### src/rtl/data_sync_pkg.sv
// Shared constants and edge-detect helper for the data_sync_param CDC synchronizer.
package data_sync_pkg;

  localparam int unsigned MODE_LEVEL      = 0;
  localparam int unsigned MODE_TOGGLE     = 1;
  localparam int unsigned MIN_SYNC_STAGES = 2;

  localparam int unsigned DEF_BUS_WIDTH  = 8;
  localparam int unsigned DEF_NUM_STAGES = 2;
  localparam int unsigned DEF_CNT_WIDTH  = 8;

  // Level mode fires on rising edges only; toggle mode fires on any change.
  function automatic logic edge_detect(input logic toggle_mode, input logic cur, input logic prev);
    return toggle_mode ? (cur ^ prev) : (cur & ~prev);
  endfunction

endpackage

### src/rtl/data_sync_param_sync_chain.sv
// NUM_STAGES-deep single-bit synchronizer flop chain, synchronous active-low reset.
module sync_chain
  import data_sync_pkg::*;
#(
  parameter int unsigned NUM_STAGES = DEF_NUM_STAGES
) (
  input  logic clk,
  input  logic rst,
  input  logic d,
  output logic q
);

  generate
    if (NUM_STAGES < MIN_SYNC_STAGES) begin : g_bad_depth
      $error("sync_chain: NUM_STAGES must be at least %0d", MIN_SYNC_STAGES);
    end
  endgenerate

  logic [NUM_STAGES-1:0] s;

  always_ff @(posedge clk) begin
    if (!rst) s <= '0;
    else      s <= {s[NUM_STAGES-2:0], d};
  end

  assign q = s[NUM_STAGES-1];

endmodule

### src/rtl/data_sync_param.sv
// Qualifier-based multi-bit CDC synchronizer with capture counter and ack toggle.
// Optional bus-stability monitor enabled by defining DATA_SYNC_STABLE_CHECK_EN.
module data_sync_param
  import data_sync_pkg::*;
#(
  parameter int unsigned BUS_WIDTH   = DEF_BUS_WIDTH,
  parameter int unsigned NUM_STAGES  = DEF_NUM_STAGES,
  parameter int unsigned ENABLE_MODE = MODE_LEVEL,
  parameter int unsigned CNT_WIDTH   = DEF_CNT_WIDTH
) (
  input  logic                 clk,
  input  logic                 rst,
  input  logic [BUS_WIDTH-1:0] Unsync_bus,
  input  logic                 bus_enable,
  output logic [BUS_WIDTH-1:0] sync_bus,
  output logic                 enable_pulse,
  output logic                 ack_toggle,
  output logic [CNT_WIDTH-1:0] capture_count,
  output logic                 bus_unstable
);

  generate
    if (NUM_STAGES < MIN_SYNC_STAGES) begin : g_bad_depth
      $error("data_sync_param: NUM_STAGES must be at least %0d", MIN_SYNC_STAGES);
    end
  endgenerate

  logic s_last;
  logic s_q;
  logic edge_det;

  sync_chain #(
    .NUM_STAGES(NUM_STAGES)
  ) u_chain (
    .clk(clk),
    .rst(rst),
    .d  (bus_enable),
    .q  (s_last)
  );

  assign edge_det = edge_detect(ENABLE_MODE == MODE_TOGGLE, s_last, s_q);

  always_ff @(posedge clk) begin
    if (!rst) begin
      s_q           <= 1'b0;
      sync_bus      <= '0;
      enable_pulse  <= 1'b0;
      ack_toggle    <= 1'b0;
      capture_count <= '0;
    end else begin
      s_q          <= s_last;
      enable_pulse <= edge_det;
      if (edge_det) begin
        sync_bus      <= Unsync_bus;
        ack_toggle    <= ~ack_toggle;
        capture_count <= capture_count + 1'b1;
      end
    end
  end

`ifdef DATA_SYNC_STABLE_CHECK_EN
  // sync_bus already holds the capture-cycle sample; compare it one cycle later.
  logic check_pending;

  always_ff @(posedge clk) begin
    if (!rst) begin
      check_pending <= 1'b0;
      bus_unstable  <= 1'b0;
    end else begin
      check_pending <= edge_det;
      if (check_pending && (Unsync_bus != sync_bus))
        bus_unstable <= 1'b1;
    end
  end
`else
  assign bus_unstable = 1'b0;
`endif

endmodule

### config.mk
export PLATFORM = sky130hd
export DESIGN_NAME = data_sync_param
export DESIGN_NICKNAME = d
export VERILOG_FILES = /design/src/rtl/data_sync_pkg.sv /design/src/rtl/data_sync_param_sync_chain.sv /design/src/rtl/data_sync_param.sv
export SDC_FILE = /design/constraint.sdc
export NUM_CORES = 1
export LEC_CHECK = 0
export ABC_AREA = 1
export BUFFER_PORTS_ARGS = -buffer_cell sky130_fd_sc_hd__buf_4
export CORE_MARGIN = 2
export CORE_UTILIZATION = 35
export DETAILED_ROUTE_END_ITERATION = 12
export PLACE_DENSITY = 0.69
export SLEW_MARGIN = 40
export SYNTH_ARGS = -nofsm -noshare
export SYNTH_HDL_FRONTEND = slang
export SYNTH_SLANG_ARGS = --single-unit
### constraint.sdc
create_clock -name clk -period 1.5 [get_ports clk]
set_clock_uncertainty 0.15 [all_clocks]
set_input_delay 0.075 -clock clk [delete_from_list [all_inputs] [get_ports clk]]
set_output_delay 0.075 -clock clk [all_outputs]
set_load 0.005 [all_outputs]
==> results of run 1 <==
==> cell usage after synthesis, drive strengths merged <==
cell type	instances	share of area
clkinv	1	0.0048
buf	2	0.016
inv	8	0.038
ha	1	0.016
dfxtp	21	0.53
o21ai	11	0.070
clkbuf	2	0.011
nand3	5	0.032
nand2	17	0.081
conb	1	0.0048
nor2	31	0.16
a21oi	5	0.032
==> logic make-up (layout without fill, tap and decap cells) <==
| kind of cell | Yosys count | count (layout) |
|---|---|---|
| compound gates | 16 | 16 |
| flops | 21 | 21 |
| buf+inv | 13 | 53 |
| simple gates | 53 | 53 |
| other cells | 1 | 1 |
| fa+ha+maj | 1 | 1 |
==> flip-flops by register name, indices dropped and copies added (netlist names) <==
register	count
capture_count	8
ack_toggle	1
sync_bus	8
u_chain.s	2
enable_pulse	1
s_q	1
==> stage by stage <==
| stage | std cells | worst slack (ps) | area, um2 |
|---|---|---|---|
| 2_1_floorplan | 105 | 315 | 787 |
| 3_3_place_gp | 158 | 293 | 1020 |
| 3_5_place_dp | 158 | 215 | 1020 |
| 4_1_cts | 173 | 121 | 1160 |
| 5_1_grt | 173 | 55.2 | 1160 |
| 6_report | 173 | 113 | 1160 |
==> cells in the final DEF (no fill, tap or decap) <==
| cell type | netlist | routed |
|---|---|---|
| nor2_2 | 1 | 1 |
| o21ai_0 | 11 | 11 |
| conb_1 | 1 | 1 |
| nand3_1 | 5 | 5 |
| nand2_1 | 17 | 17 |
| clkinv_1 | 1 | 1 |
| nor2_1 | 29 | 29 |
| a21oi_1 | 5 | 5 |
| clkinv_2 | 0 | 1 |
| clkbuf_4 | 0 | 3 |
| buf_4 | 1 | 29 |
| dlygate4sd3_1 | 0 | 11 |
| ha_1 | 1 | 1 |
| nor2_4 | 1 | 1 |
| dfxtp_1 | 21 | 21 |
| inv_1 | 8 | 8 |
==> worst reg2reg max path, cell delays in order, from the launching register on <==
cell and delay (ps):
dfxtp_1 400, ha_1 160, nand3_1 120, nor2_2 180, nand3_1 90, nand2_1 70, nor2_1 40
==> layout make-up <==
class / count / area share
flip-flops and latches: 21 / 0.364
repair buffers: 40 / 0.284
multi-input cells: 71 / 0.269
well taps: 28 / 0.0303
inverters: 9 / 0.0292
clock buffers: 3 / 0.0195
clock inverters: 1 / 0.00433
==> routing by layer <==
| layer | part of all wire | vias to the layer above | routed length (um) | global-route usage |
|---|---|---|---|---|
| li1 | - | 403 | - | - |
| met1 | 0.43 | 323 | 704 | 0.159 |
| met2 | 0.51 | 17 | 838 | 0.235 |
| met3 | 0.040 | 2 | 66 | 0.0117 |
| met4 | 0.014 | 0 | 23 | 0.0789 |
| met5 | 0 | - | 0 | 0 |
==> worst min path at each step <==
stage                       startpoint      endpoint  cells past startpoint  slack, ps
after floorplan             bus_enable  u_chain.s[0]                      2         20
after global placement      bus_enable  u_chain.s[0]                      3        110
after detailed placement    bus_enable  u_chain.s[0]                      3        110
after CTS                 u_chain.s[0]  u_chain.s[1]                      2        270
after global routing               s_q  enable_pulse                      1        300
final                     u_chain.s[0]  u_chain.s[1]                      2        270
==> power breakdown <==
part           switching, mW  internal (mW)
logic                 0.0457         0.0697
registers             0.0112          0.577
clock network          0.162         0.0992
==> flow_summary.html, run 1 <==
<table>
<tr><th>Metric</th><th>Value</th></tr>
<tr><th colspan="2">Run status</th></tr>
<tr><td>Status</td><td>completed</td></tr>
<tr><th colspan="2">Clock network</th></tr>
<tr><td>Count of hold-fix buffers inserted at cts</td><td>11</td></tr>
<tr><td>Clk pin slew, worst setup/hold paths</td><td>110 ps</td></tr>
<tr><td>CTS-repair resized insts</td><td>0</td></tr>
<tr><td>CTS sink cnt</td><td>21</td></tr>
<tr><td>Deepest level of the CTS H-tree</td><td>1</td></tr>
<tr><td>Clock tree from TritonCTS</td><td>yes</td></tr>
<tr><td>Buffers inserted by post-CTS timing repair</td><td>0</td></tr>
<tr><td>CTS root buf</td><td>clkbuf_4</td></tr>
<tr><td>Worst-skew pair later-pin latency</td><td>290 ps</td></tr>
<tr><td>Largest buffer count on any clock path</td><td>2</td></tr>
<tr><td>Number of CTS-inserted buffers</td><td>3</td></tr>
<tr><th colspan="2">Routing</th></tr>
<tr><td>Number of DRC violations after detailed-routing iteration 0</td><td>3</td></tr>
<tr><td>Routed wirelength normalized by instance count</td><td>9.43 um</td></tr>
<tr><td>First-pass iteration count of the detailed router</td><td>4</td></tr>
<tr><td>DRC violations left</td><td>0</td></tr>
<tr><td>Routed Antenna Nets</td><td>0</td></tr>
<tr><td>Detail-routed via count per cell</td><td>4.31</td></tr>
<tr><td>Total vias in the final route</td><td>745</td></tr>
<tr><td>Total length of routed wires</td><td>1630 um</td></tr>
<tr><th colspan="2">Worst setup path</th></tr>
<tr><td>Number of gates on the worst path with buffers counted</td><td>5</td></tr>
<tr><td>Kind of start point of the critical path</td><td>input pin</td></tr>
<tr><td>Crit path DAT</td><td>1450 ps</td></tr>
<tr><td>Crit Path Max Fanout</td><td>20</td></tr>
<tr><td>Sum of buffers and inverters on the critical path</td><td>4</td></tr>
<tr><td>Library cell contributing the largest single delay on the critical path</td><td>dlygate4sd3_1</td></tr>
<tr><td>Dominant cell type by count on the critical path</td><td>dlygate4sd3_1</td></tr>
<tr><td>Endpoint of the most critical register-to-register path</td><td>capture_count[6]</td></tr>
<tr><td>R2R cell count</td><td>6</td></tr>
<tr><td>Cells traversed along the worst timing path</td><td>dlygate4sd3_1 -&gt; buf_4 -&gt; nand2_1 -&gt; dlygate4sd3_1 -&gt; inv_1</td></tr>
<tr><td>Kind of end point of the critical path</td><td>flip-flop</td></tr>
<tr><td>Slowest stage delay, CP</td><td>540 ps</td></tr>
<tr><td>Type of the worst setup path</td><td>in2reg</td></tr>
<tr><td>Startpoint of the worst register-to-register path</td><td>capture_count[0]</td></tr>
<tr><td>First element of the critical path</td><td>rst</td></tr>
<tr><td>Cell family contributing the most delay on the critical path</td><td>buffers and inverters</td></tr>
<tr><td>Critical Path Sink</td><td>u_chain.s[0]</td></tr>
<tr><td>Crit path required time</td><td>1560 ps</td></tr>
<tr><td>Setup slack, reg-to-reg</td><td>210 ps</td></tr>
<tr><th colspan="2">Synth</th></tr>
<tr><td>Fraction of synthesized cell area in xor and xnor cells</td><td>0</td></tr>
<tr><td>Post-synthesis share of cell area spent on full adders, half adders and majority gates</td><td>0.0159</td></tr>
<tr><td>Share of synthesized cell area in and, or, nand and nor gates</td><td>0.273</td></tr>
<tr><td>Avg Inst Size Synth</td><td>7.50 um2</td></tr>
<tr><td>Flip-flop and latch count after synthesis</td><td>21</td></tr>
<tr><td>Synthesized netlist cell count</td><td>105</td></tr>
<tr><td>Post-synth cell types</td><td>16</td></tr>
<tr><td>Share of synthesized area spent on multiplexers</td><td>0</td></tr>
<tr><td>Fraction of the mapped netlist area in compound gates</td><td>0.102</td></tr>
<tr><td>Combinational family with the most area after synthesis</td><td>simple AND/OR/NAND/NOR gates</td></tr>
<tr><td>Sequential area share after synthesis</td><td>0.534</td></tr>
<tr><td>Syn nets</td><td>117</td></tr>
<tr><td>Yosys warns</td><td>0</td></tr>
<tr><td>Cell area after synthesis</td><td>787 um2</td></tr>
<tr><th colspan="2">Floorplanning</th></tr>
<tr><td>Vertical die dimension</td><td>51.4 um</td></tr>
<tr><td>Floorplan Core Area</td><td>2170 um2</td></tr>
<tr><td>Area of the die</td><td>2640 um2</td></tr>
<tr><td>I/O pin count</td><td>30</td></tr>
<tr><td>Chip width</td><td>51.4 um</td></tr>
<tr><td>Initial core utilization</td><td>0.363</td></tr>
<tr><td>Standard-cell row count</td><td>17</td></tr>
<tr><th colspan="2">Global route</th></tr>
<tr><td>Antenna violations before repair</td><td>0</td></tr>
<tr><td>Total gr overflow</td><td>0</td></tr>
<tr><td>Largest net degree at the start of global routing</td><td>21</td></tr>
<tr><td>Aggregate global-route resource usage</td><td>0.135</td></tr>
<tr><td>First-pass GRT wire length</td><td>2670 um</td></tr>
<tr><td>Number of global-route vias before repair</td><td>638</td></tr>
<tr><th colspan="2">Finish</th></tr>
<tr><td>Fraction of final layout cells sized beyond drive strength 1</td><td>0.241</td></tr>
<tr><td>Final net count</td><td>158</td></tr>
<tr><td>Footprint of the multi-input gates</td><td>312 um2</td></tr>
<tr><td>Final standard cell utilization of the core</td><td>0.533</td></tr>
<tr><td>Sequential cell area</td><td>420 um2</td></tr>
<tr><td>Count of filler cells inserted in the layout</td><td>207</td></tr>
<tr><td>Signed area change from the synthesized netlist to the final layout</td><td>46.9%</td></tr>
<tr><td># diodes</td><td>0</td></tr>
<tr><th colspan="2">Power and ir drop</th></tr>
<tr><td>LEAKAGE</td><td>0.538 nW</td></tr>
<tr><td>Power density over the cells</td><td>834 nW/um2</td></tr>
<tr><td>Power, Total</td><td>0.964 mW</td></tr>
<tr><td>Worst IR drop on VDD</td><td>0.487 mV</td></tr>
<tr><th colspan="2">Placement</th></tr>
<tr><td>Total of buffers placed on input and output ports</td><td>28</td></tr>
<tr><td>Hpwl dp</td><td>1100 um</td></tr>
<tr><td>Placer congestion estimate</td><td>0.690</td></tr>
<tr><th colspan="2">Timing</th></tr>
<tr><td>Max Clock Freq</td><td>721 MHz</td></tr>
<tr><td>Setup repair after global routing missed its margin</td><td>false</td></tr>
<tr><td>Setup TNS</td><td>0 ps</td></tr>
<tr><td>Part of the cycle the worst path needs</td><td>0.925</td></tr>
<tr><td>Total count of hold-check failures in the final report</td><td>0</td></tr>
<tr><td>Final worst hold slack</td><td>272 ps</td></tr>
<tr><td>Total setup violations reported at the end of the flow</td><td>0</td></tr>
<tr><td>Final Slew Violations</td><td>0</td></tr>
<tr><td>Fin crit period</td><td>1390 ps</td></tr>
<tr><th colspan="2">Job</th></tr>
<tr><td>Max Cap Violations</td><td>0</td></tr>
<tr><th colspan="2">Hold path</th></tr>
<tr><td>Min-delay worst type</td><td>reg2reg</td></tr>
</table>
Note: power is estimated with default switching activity, not from simulation.
==> run 2, diff against run 1 <==
CELL_PAD_IN_SITES_DETAIL_PLACEMENT = 1   (was default)
CELL_PAD_IN_SITES_GLOBAL_PLACEMENT = 1   (was default)
CORE_UTILIZATION = 34   (was 35)
PLACE_DENSITY = 0.88   (was 0.69)
clock period = 1.6 ns   (was 1.5 ns; I/O delays follow)
==> run 2 against run 1 <==
Effect of this change: worst setup slack gained 93 ps; critical endpoint unchanged; non-clock buffer count unchanged; combinational power about the same; critical path type unchanged; die area up 2.7%; cell area decreased by 0.11%; routed wire length increased by 28%.
==> flow_summary.html, run 2 (synthesis gave the netlist of run 1 again) <==
<table>
<tr><th>Metric</th><th>Value</th></tr>
<tr><th colspan="2">Global route</th></tr>
<tr><td>Largest net degree at the start of global routing</td><td>21 (unchanged)</td></tr>
<tr><td>First-pass GRT wire length</td><td>3380 um (+27%)</td></tr>
<tr><td>Antenna violations before repair</td><td>0 (unchanged)</td></tr>
<tr><td>Total gr overflow</td><td>0 (unchanged)</td></tr>
<tr><td>Number of global-route vias before repair</td><td>766 (+20%)</td></tr>
<tr><td>Aggregate global-route resource usage</td><td>0.170 (+0.0354)</td></tr>
<tr><th colspan="2">Power and ir drop</th></tr>
<tr><td>Net switching power figure</td><td>0.208 mW (-4.6%)</td></tr>
<tr><td>Part of the power in combinational logic</td><td>0.125 (+0.005)</td></tr>
<tr><td>Proportion of power drawn by the clock network</td><td>0.270 (about the same)</td></tr>
<tr><td>LEAKAGE</td><td>0.535 nW (-0.51%)</td></tr>
<tr><td>Power, Total</td><td>0.912 mW (-5.5%)</td></tr>
<tr><td>Switching Fraction</td><td>0.229 (+0.00196)</td></tr>
<tr><td>Internal power of the cells</td><td>0.703 mW (-5.7%)</td></tr>
<tr><td>Power density over the cells</td><td>789 nW/um2 (-5.4%)</td></tr>
<tr><td>Sequential power share</td><td>0.605 (-0.005)</td></tr>
<tr><td>Worst IR drop on VDD</td><td>0.513 mV (+5.4%)</td></tr>
<tr><th colspan="2">Clock network</th></tr>
<tr><td>Deepest level of the CTS H-tree</td><td>1 (unchanged)</td></tr>
<tr><td>CTS sink cnt</td><td>21 (unchanged)</td></tr>
<tr><td>Clock tree from TritonCTS</td><td>yes</td></tr>
<tr><td>Largest buffer count on any clock path</td><td>2 (unchanged)</td></tr>
<tr><td>CTS-repair resized insts</td><td>0 (unchanged)</td></tr>
<tr><td>CTS root buf</td><td>clkbuf_4</td></tr>
<tr><td>Worst-skew pair later-pin latency</td><td>290 ps (about the same)</td></tr>
<tr><td>Clk pin slew, worst setup/hold paths</td><td>120 ps (about the same)</td></tr>
<tr><td>Number of CTS-inserted buffers</td><td>3 (unchanged)</td></tr>
<tr><th colspan="2">Timing</th></tr>
<tr><td>Fin crit period</td><td>1390 ps</td></tr>
<tr><td>Setup TNS</td><td>0 ps (unchanged)</td></tr>
<tr><td>Max Clock Freq</td><td>717 MHz</td></tr>
<tr><td>Part of the cycle the worst path needs</td><td>0.871</td></tr>
<tr><td>Total setup violations reported at the end of the flow</td><td>0 (unchanged)</td></tr>
<tr><td>Total count of hold-check failures in the final report</td><td>0 (unchanged)</td></tr>
<tr><td>Setup repair after global routing missed its margin</td><td>false</td></tr>
<tr><td>Final Slew Violations</td><td>0 (unchanged)</td></tr>
<tr><th colspan="2">Floorplanning</th></tr>
<tr><td>Standard-cell row count</td><td>17 (unchanged)</td></tr>
<tr><td>Vertical die dimension</td><td>52.1 um (+1.3%)</td></tr>
<tr><td>I/O pin count</td><td>30 (unchanged)</td></tr>
<tr><td>Area of the die</td><td>2720 um2 (+2.7%)</td></tr>
<tr><td>Initial core utilization</td><td>0.359 (-0.00352)</td></tr>
<tr><td>Floorplan Core Area</td><td>2190 um2 (+0.98%)</td></tr>
<tr><td>Chip width</td><td>52.1 um (+1.3%)</td></tr>
<tr><th colspan="2">Hold path</th></tr>
<tr><td>Min-delay worst type</td><td>reg2reg</td></tr>
<tr><td>Worst Hold Endpoint</td><td>enable_pulse</td></tr>
<tr><td>Cell count of the worst hold path</td><td>1 (-1)</td></tr>
<tr><td>Worst hold path startpoint</td><td>s_q</td></tr>
<tr><th colspan="2">Routing</th></tr>
<tr><td>Routed wirelength normalized by instance count</td><td>12.1 um (+28%)</td></tr>
<tr><td>Routed Antenna Nets</td><td>0 (unchanged)</td></tr>
<tr><td>Number of DRC violations after detailed-routing iteration 0</td><td>13 (+10)</td></tr>
<tr><td>Detail-routed via count per cell</td><td>4.65 (+8.1%)</td></tr>
<tr><td>First-pass iteration count of the detailed router</td><td>4 (unchanged)</td></tr>
<tr><td>Total length of routed wires</td><td>2090 um (+28%)</td></tr>
<tr><td>DRC violations left</td><td>0 (unchanged)</td></tr>
<tr><td>Total vias in the final route</td><td>805 (+8.1%)</td></tr>
<tr><th colspan="2">Finish</th></tr>
<tr><td>Top flop regs</td><td>capture_count x8, sync_bus x8, u_chain.s x2</td></tr>
<tr><td>Leading cell types in the layout, fill and taps excluded</td><td>nor2_1 (29), buf_4 (29), dfxtp_1 (21), nand2_1 (17)</td></tr>
<tr><td># diodes</td><td>0 (unchanged)</td></tr>
<tr><td>Final net count</td><td>158 (unchanged)</td></tr>
<tr><td>Post-route standard cell area excluding fillers</td><td>1150 um2 (-0.11%)</td></tr>
<tr><td>Fraction of final layout cells sized beyond drive strength 1</td><td>0.234 (-0.00690)</td></tr>
<tr><td>Signed area change from the synthesized netlist to the final layout</td><td>46.7%</td></tr>
<tr><th colspan="2">Worst setup path</th></tr>
<tr><td>Cells traversed along the worst timing path</td><td>dlygate4sd3_1 -&gt; buf_4 -&gt; nand2_1 -&gt; dlygate4sd3_1 -&gt; inv_1</td></tr>
<tr><td>Kind of start point of the critical path</td><td>input pin</td></tr>
<tr><td>Type of the worst setup path</td><td>in2reg</td></tr>
<tr><td>Crit path required time</td><td>1660 ps (+100 ps)</td></tr>
<tr><td>Crit Path Max Fanout</td><td>20 (unchanged)</td></tr>
<tr><td>Startpoint of the worst register-to-register path</td><td>s_q</td></tr>
<tr><td>Slowest stage delay, CP</td><td>540 ps (about the same)</td></tr>
<tr><td>R2R cell count</td><td>5 (-1)</td></tr>
<tr><td>Dominant cell type by count on the critical path</td><td>dlygate4sd3_1</td></tr>
<tr><td>Library cell contributing the largest single delay on the critical path</td><td>dlygate4sd3_1</td></tr>
<tr><td>Crit path DAT</td><td>1460 ps (about the same)</td></tr>
<tr><td>Kind of end point of the critical path</td><td>flip-flop</td></tr>
<tr><td>Setup slack, reg-to-reg</td><td>280 ps (+70 ps)</td></tr>
<tr><td>Endpoint of the most critical register-to-register path</td><td>sync_bus[3]</td></tr>
<tr><th colspan="2">Job</th></tr>
<tr><td>Max Cap Violations</td><td>0 (unchanged)</td></tr>
<tr><th colspan="2">Placement</th></tr>
<tr><td>Placer congestion estimate</td><td>0.731 (+5.8%)</td></tr>
<tr><td>Hpwl dp</td><td>1360 um (+23%)</td></tr>
<tr><td>Total of buffers placed on input and output ports</td><td>28 (unchanged)</td></tr>
<tr><td>Placed inst area</td><td>1020 um2 (unchanged)</td></tr>
<tr><th colspan="2">Run status</th></tr>
<tr><td>Status</td><td>completed</td></tr>
</table>
[run 2: cell type report]
cell class                      count  area [um2]
Fill cell                         283        1040
Timing Repair Buffer               40         328
Tap cell                           28        35.0
Sequential cell                    21         420
Clock buffer                        4        26.3
Multi-Input combinational cell     71         312
Inverter                            9        33.8
[run 2: worst max-delay path: cells and delay by family]
family                 cells  cell delay (ps)
AND/OR/NAND/NOR            1               60
buffers and inverters      4             1320
[run 2: metrics by stage]
stage	std cells	hold WS, ps	utilization	setup WS (ps)
final	173	278	0.527	206
after global routing	173	317	0.527	138
after CTS	173	275	0.527	222
after detailed placement	158	119	0.465	336
after global placement	158	110	0.465	392
after floorplan	105	27.6	-	415
[run 2: worst max path at each step]
stage | from | slack, ps | end | depth (start not counted)
floorplan | capture_count[0] | 420 | capture_count[6] | 6
global placement | capture_count[0] | 390 | capture_count[6] | 6
detailed placement | capture_count[0] | 340 | capture_count[6] | 6
CTS | rst | 220 | u_chain.s[0] | 5
global route | capture_count[0] | 140 | capture_count[6] | 6
finish | rst | 210 | u_chain.s[0] | 5
[run 2: timing repair]
item                      in CTS  in global routing
setup buffers                  0                  0
hold buffers                  11                  0
hold endpoints to repair      21                  0
[run 2: layer usage]
layer | up-vias | track usage | share of wire
met3 | 2 | 0.0287 | 0.037
met1 | 376 | 0.188 | 0.41
li1 | 405 | - | -
met2 | 22 | 0.325 | 0.54
met4 | 0 | 0.0526 | 0.0091
met5 | - | 0 | 0
[run 2: power groups by stage]
stage | Combinational, mW | Sequential (mW) | Clock [mW]
global route | 0.126 | 0.554 | 0.279
CTS | 0.112 | 0.552 | 0.263
floorplan | 0.0402 | 0.563 | 0
detailed placement | 0.0901 | 0.563 | 0
global placement | 0.0862 | 0.562 | 0
finish | 0.114 | 0.552 | 0.247
==> run 3, diff against run 2 <==
CORE_UTILIZATION = 29   (was 34)
PLACE_DENSITY = 0.81   (was 0.88)
clock period = 1.2 ns   (was 1.6 ns; I/O delays follow)
==> run 3 against run 2 <==
Effect of this change: flip-flop and latch count did not move; combinational power grew 45%; first-iteration DRC count fell by 38%; the flow now finishes with violations (setup timing); worst hold slack improved by 1.5 ps; highest routed layer unchanged.
==> flow_summary.html, run 3 (synthesis gave the netlist of run 1 again) <==
<table>
<tr><th>Metric</th><th>Value</th></tr>
<tr><th colspan="2">Routing</th></tr>
<tr><td>Total length of routed wires</td><td>2230 um (+6.8%)</td></tr>
<tr><td>Routed wirelength normalized by instance count</td><td>12.6 um (+4.4%)</td></tr>
<tr><td>Detail-routed via count per cell</td><td>4.53 (-2.7%)</td></tr>
<tr><td>First-pass iteration count of the detailed router</td><td>4 (unchanged)</td></tr>
<tr><td>Number of DRC violations after detailed-routing iteration 0</td><td>8 (-5)</td></tr>
<tr><td>DRC violations left</td><td>0 (unchanged)</td></tr>
<tr><td>Total vias in the final route</td><td>801 (-0.50%)</td></tr>
<tr><td>Routed Antenna Nets</td><td>0 (unchanged)</td></tr>
<tr><th colspan="2">Run status</th></tr>
<tr><td>Failing checks</td><td>setup timing</td></tr>
<tr><td>Status</td><td>finished, violations left</td></tr>
<tr><th colspan="2">Global route</th></tr>
<tr><td>Total gr overflow</td><td>0 (unchanged)</td></tr>
<tr><td>Aggregate global-route resource usage</td><td>0.144 (-0.0261)</td></tr>
<tr><td>Largest net degree at the start of global routing</td><td>21 (unchanged)</td></tr>
<tr><td>Number of global-route vias before repair</td><td>807 (+5.4%)</td></tr>
<tr><td>Antenna violations before repair</td><td>0 (unchanged)</td></tr>
<tr><td>First-pass GRT wire length</td><td>3540 um (+4.7%)</td></tr>
<tr><th colspan="2">Clock network</th></tr>
<tr><td>Number of CTS-inserted buffers</td><td>3 (unchanged)</td></tr>
<tr><td>Deepest level of the CTS H-tree</td><td>1 (unchanged)</td></tr>
<tr><td>CTS root buf</td><td>clkbuf_4</td></tr>
<tr><td>Clk pin slew, worst setup/hold paths</td><td>110 ps (about the same)</td></tr>
<tr><td>CTS sink cnt</td><td>21 (unchanged)</td></tr>
<tr><td>Clock tree from TritonCTS</td><td>yes</td></tr>
<tr><td>Largest buffer count on any clock path</td><td>2 (unchanged)</td></tr>
<tr><td>Buffers inserted by post-CTS timing repair</td><td>0 (unchanged)</td></tr>
<tr><td>Worst-skew pair later-pin latency</td><td>300 ps (about the same)</td></tr>
<tr><th colspan="2">Floorplanning</th></tr>
<tr><td>Chip width</td><td>56.1 um (+7.6%)</td></tr>
<tr><td>Area of the die</td><td>3150 um2 (+16%)</td></tr>
<tr><td>Floorplan Core Area</td><td>2520 um2 (+15%)</td></tr>
<tr><td>I/O pin count</td><td>30 (unchanged)</td></tr>
<tr><td>Vertical die dimension</td><td>56.1 um (+7.6%)</td></tr>
<tr><td>Standard-cell row count</td><td>18 (+1)</td></tr>
<tr><td>Initial core utilization</td><td>0.312 (-0.0472)</td></tr>
<tr><th colspan="2">Finish</th></tr>
<tr><td>Final net count</td><td>160 (+1.3%)</td></tr>
<tr><td># diodes</td><td>0 (unchanged)</td></tr>
<tr><td>Count of filler cells inserted in the layout</td><td>306 (+8.1%)</td></tr>
<tr><td>Leading cell types in the layout, fill and taps excluded</td><td>buf_4 (32), nor2_1 (29), dfxtp_1 (16), nand2_1 (14), dlygate4sd3_1 (10)</td></tr>
<tr><td>Top flop regs</td><td>capture_count x8, sync_bus x8, u_chain.s x2</td></tr>
<tr><td>Fraction of final layout cells sized beyond drive strength 1</td><td>0.361 (+0.126)</td></tr>
<tr><td>Most common cell after layout, fill and taps aside</td><td>buf_4</td></tr>
<tr><td>Signed area change from the synthesized netlist to the final layout</td><td>56.6%</td></tr>
<tr><td>Post-route standard cell area excluding fillers</td><td>1230 um2 (+6.7%)</td></tr>
<tr><th colspan="2">Timing</th></tr>
<tr><td>Final Slew Violations</td><td>0 (unchanged)</td></tr>
<tr><td>Setup repair after global routing missed its margin</td><td>true</td></tr>
<tr><td>Max Clock Freq</td><td>816 MHz</td></tr>
<tr><td>Final worst hold slack</td><td>280 ps (+1.52 ps)</td></tr>
<tr><td>Total setup violations reported at the end of the flow</td><td>1 (+1)</td></tr>
<tr><td>Part of the cycle the worst path needs</td><td>1.02</td></tr>
<tr><td>Post-layout worst setup margin</td><td>-25.5 ps (-231 ps)</td></tr>
<tr><td>Setup TNS</td><td>-25.5 ps (-25.5 ps)</td></tr>
<tr><td>Fin crit period</td><td>1230 ps</td></tr>
<tr><td>Total count of hold-check failures in the final report</td><td>0 (unchanged)</td></tr>
<tr><th colspan="2">Worst setup path</th></tr>
<tr><td>Kind of start point of the critical path</td><td>flip-flop</td></tr>
<tr><td>R2R cell count</td><td>5 (unchanged)</td></tr>
<tr><td>Endpoint of the most critical register-to-register path</td><td>sync_bus[7]</td></tr>
<tr><td>Crit path required time</td><td>1250 ps (-410 ps)</td></tr>
<tr><td>Startpoint of the worst register-to-register path</td><td>s_q</td></tr>
<tr><td>Kind of end point of the critical path</td><td>flip-flop</td></tr>
<tr><td>Setup slack, reg-to-reg</td><td>-30 ps (-310 ps)</td></tr>
<tr><td>Type of the worst setup path</td><td>reg2reg</td></tr>
<tr><td>Crit path DAT</td><td>1270 ps (-190 ps)</td></tr>
<tr><td>Crit Path Max Fanout</td><td>8 (-60%)</td></tr>
<tr><th colspan="2">Power and ir drop</th></tr>
<tr><td>Power, Total</td><td>1.24 mW (+36%)</td></tr>
<tr><td>Power density over the cells</td><td>1000 nW/um2 (+27%)</td></tr>
<tr><td>Worst IR drop on VDD</td><td>0.817 mV (+59%)</td></tr>
<tr><td>LEAKAGE</td><td>0.557 nW (+4.1%)</td></tr>
<tr><th colspan="2">Placement</th></tr>
<tr><td>Placer congestion estimate</td><td>0.734 (+0.40%)</td></tr>
<tr><td>Total of buffers placed on input and output ports</td><td>28 (unchanged)</td></tr>
<tr><td>Hpwl dp</td><td>1450 um (+6.7%)</td></tr>
<tr><td>Worst slack after detailed placement</td><td>-78.7 ps (-415 ps)</td></tr>
<tr><td>Placed inst area</td><td>1040 um2 (+2.5%)</td></tr>
<tr><th colspan="2">Hold path</th></tr>
<tr><td>Worst hold path startpoint</td><td>u_chain.s[0]</td></tr>
<tr><td>Worst Hold Endpoint</td><td>u_chain.s[1]</td></tr>
<tr><td>Min-delay worst type</td><td>reg2reg</td></tr>
<tr><td>Cell count of the worst hold path</td><td>2 (+1)</td></tr>
<tr><th colspan="2">Job</th></tr>
<tr><td>Max Cap Violations</td><td>0 (unchanged)</td></tr>
</table>
[run 3: cell count changes in the layout (fill, tap and decap cells not counted), moves of 4 or more]
cell,before,now
dfxtp_2,0,5
dfxtp_1,21,16
nand3_1,5,1
o21ai_0,11,7
o21ai_1,0,4
[run 3: where the power goes]
group	internal, mW	leakage (nW)	total, mW	switching, mW
sequential	0.722	0.173	0.740	0.0174
clock	0.124	0.0177	0.332	0.207
combinational	0.0943	0.366	0.165	0.0710
[run 3: repair_timing]
| item | in CTS | in global routing |
|---|---|---|
| endpoints found under the setup margin | 12 | 15 |
| hold buffers | 10 | 0 |
| pin swaps | 2 | 2 |
| endpoints found under the hold margin | 21 | 0 |
| gates resized for setup | 6 | 17 |
[run 3: worst max-delay path by stage]
stage,startpoint,endpoint,slack [ps],depth (start not counted)
2_1_floorplan,capture_count[0],capture_count[6],20,6
4_1_cts,capture_count[0],capture_count[6],-20,6
3_3_place_gp,s_q,sync_bus[5],6,5
6_report,s_q,sync_bus[7],-30,5
5_1_grt,s_q,sync_bus[7],-100,5
3_5_place_dp,capture_count[0],capture_count[6],-80,6
[run 3: per-layer routing]
layer	share of wire	track usage	vias up	wire [um]
met5	0	0	-	0
met4	0.012	0.0510	0	27
met3	0.027	0.0372	2	60
met2	0.55	0.282	12	1220
met1	0.41	0.143	379	923
li1	-	-	408	-
[run 3: metrics by stage]
step | util | cells
after floorplan | - | 105
after global placement | 0.414 | 163
after detailed placement | 0.414 | 163
after CTS | 0.470 | 177
after global routing | 0.489 | 177
final | 0.489 | 177
[run 3: final cells by class]
class / instances / area, um2 / area share
Inverter: 9 / 36.3 / 0.0294
Multi-Input combinational cell: 71 / 364 / 0.295
Tap cell: 30 / 37.5 / 0.0305
Clock buffer: 3 / 22.5 / 0.0183
Clock inverter: 1 / 5.00 / 0.00406
Sequential cell: 21 / 427 / 0.346
Timing Repair Buffer: 42 / 340 / 0.276
[run 3: critical path: stages (launching register included)]
cell	delay [ps]
dfxtp_2	350
inv_2	90
nand2_2	90
buf_4	180
o21ai_0	200
nor2_1	70
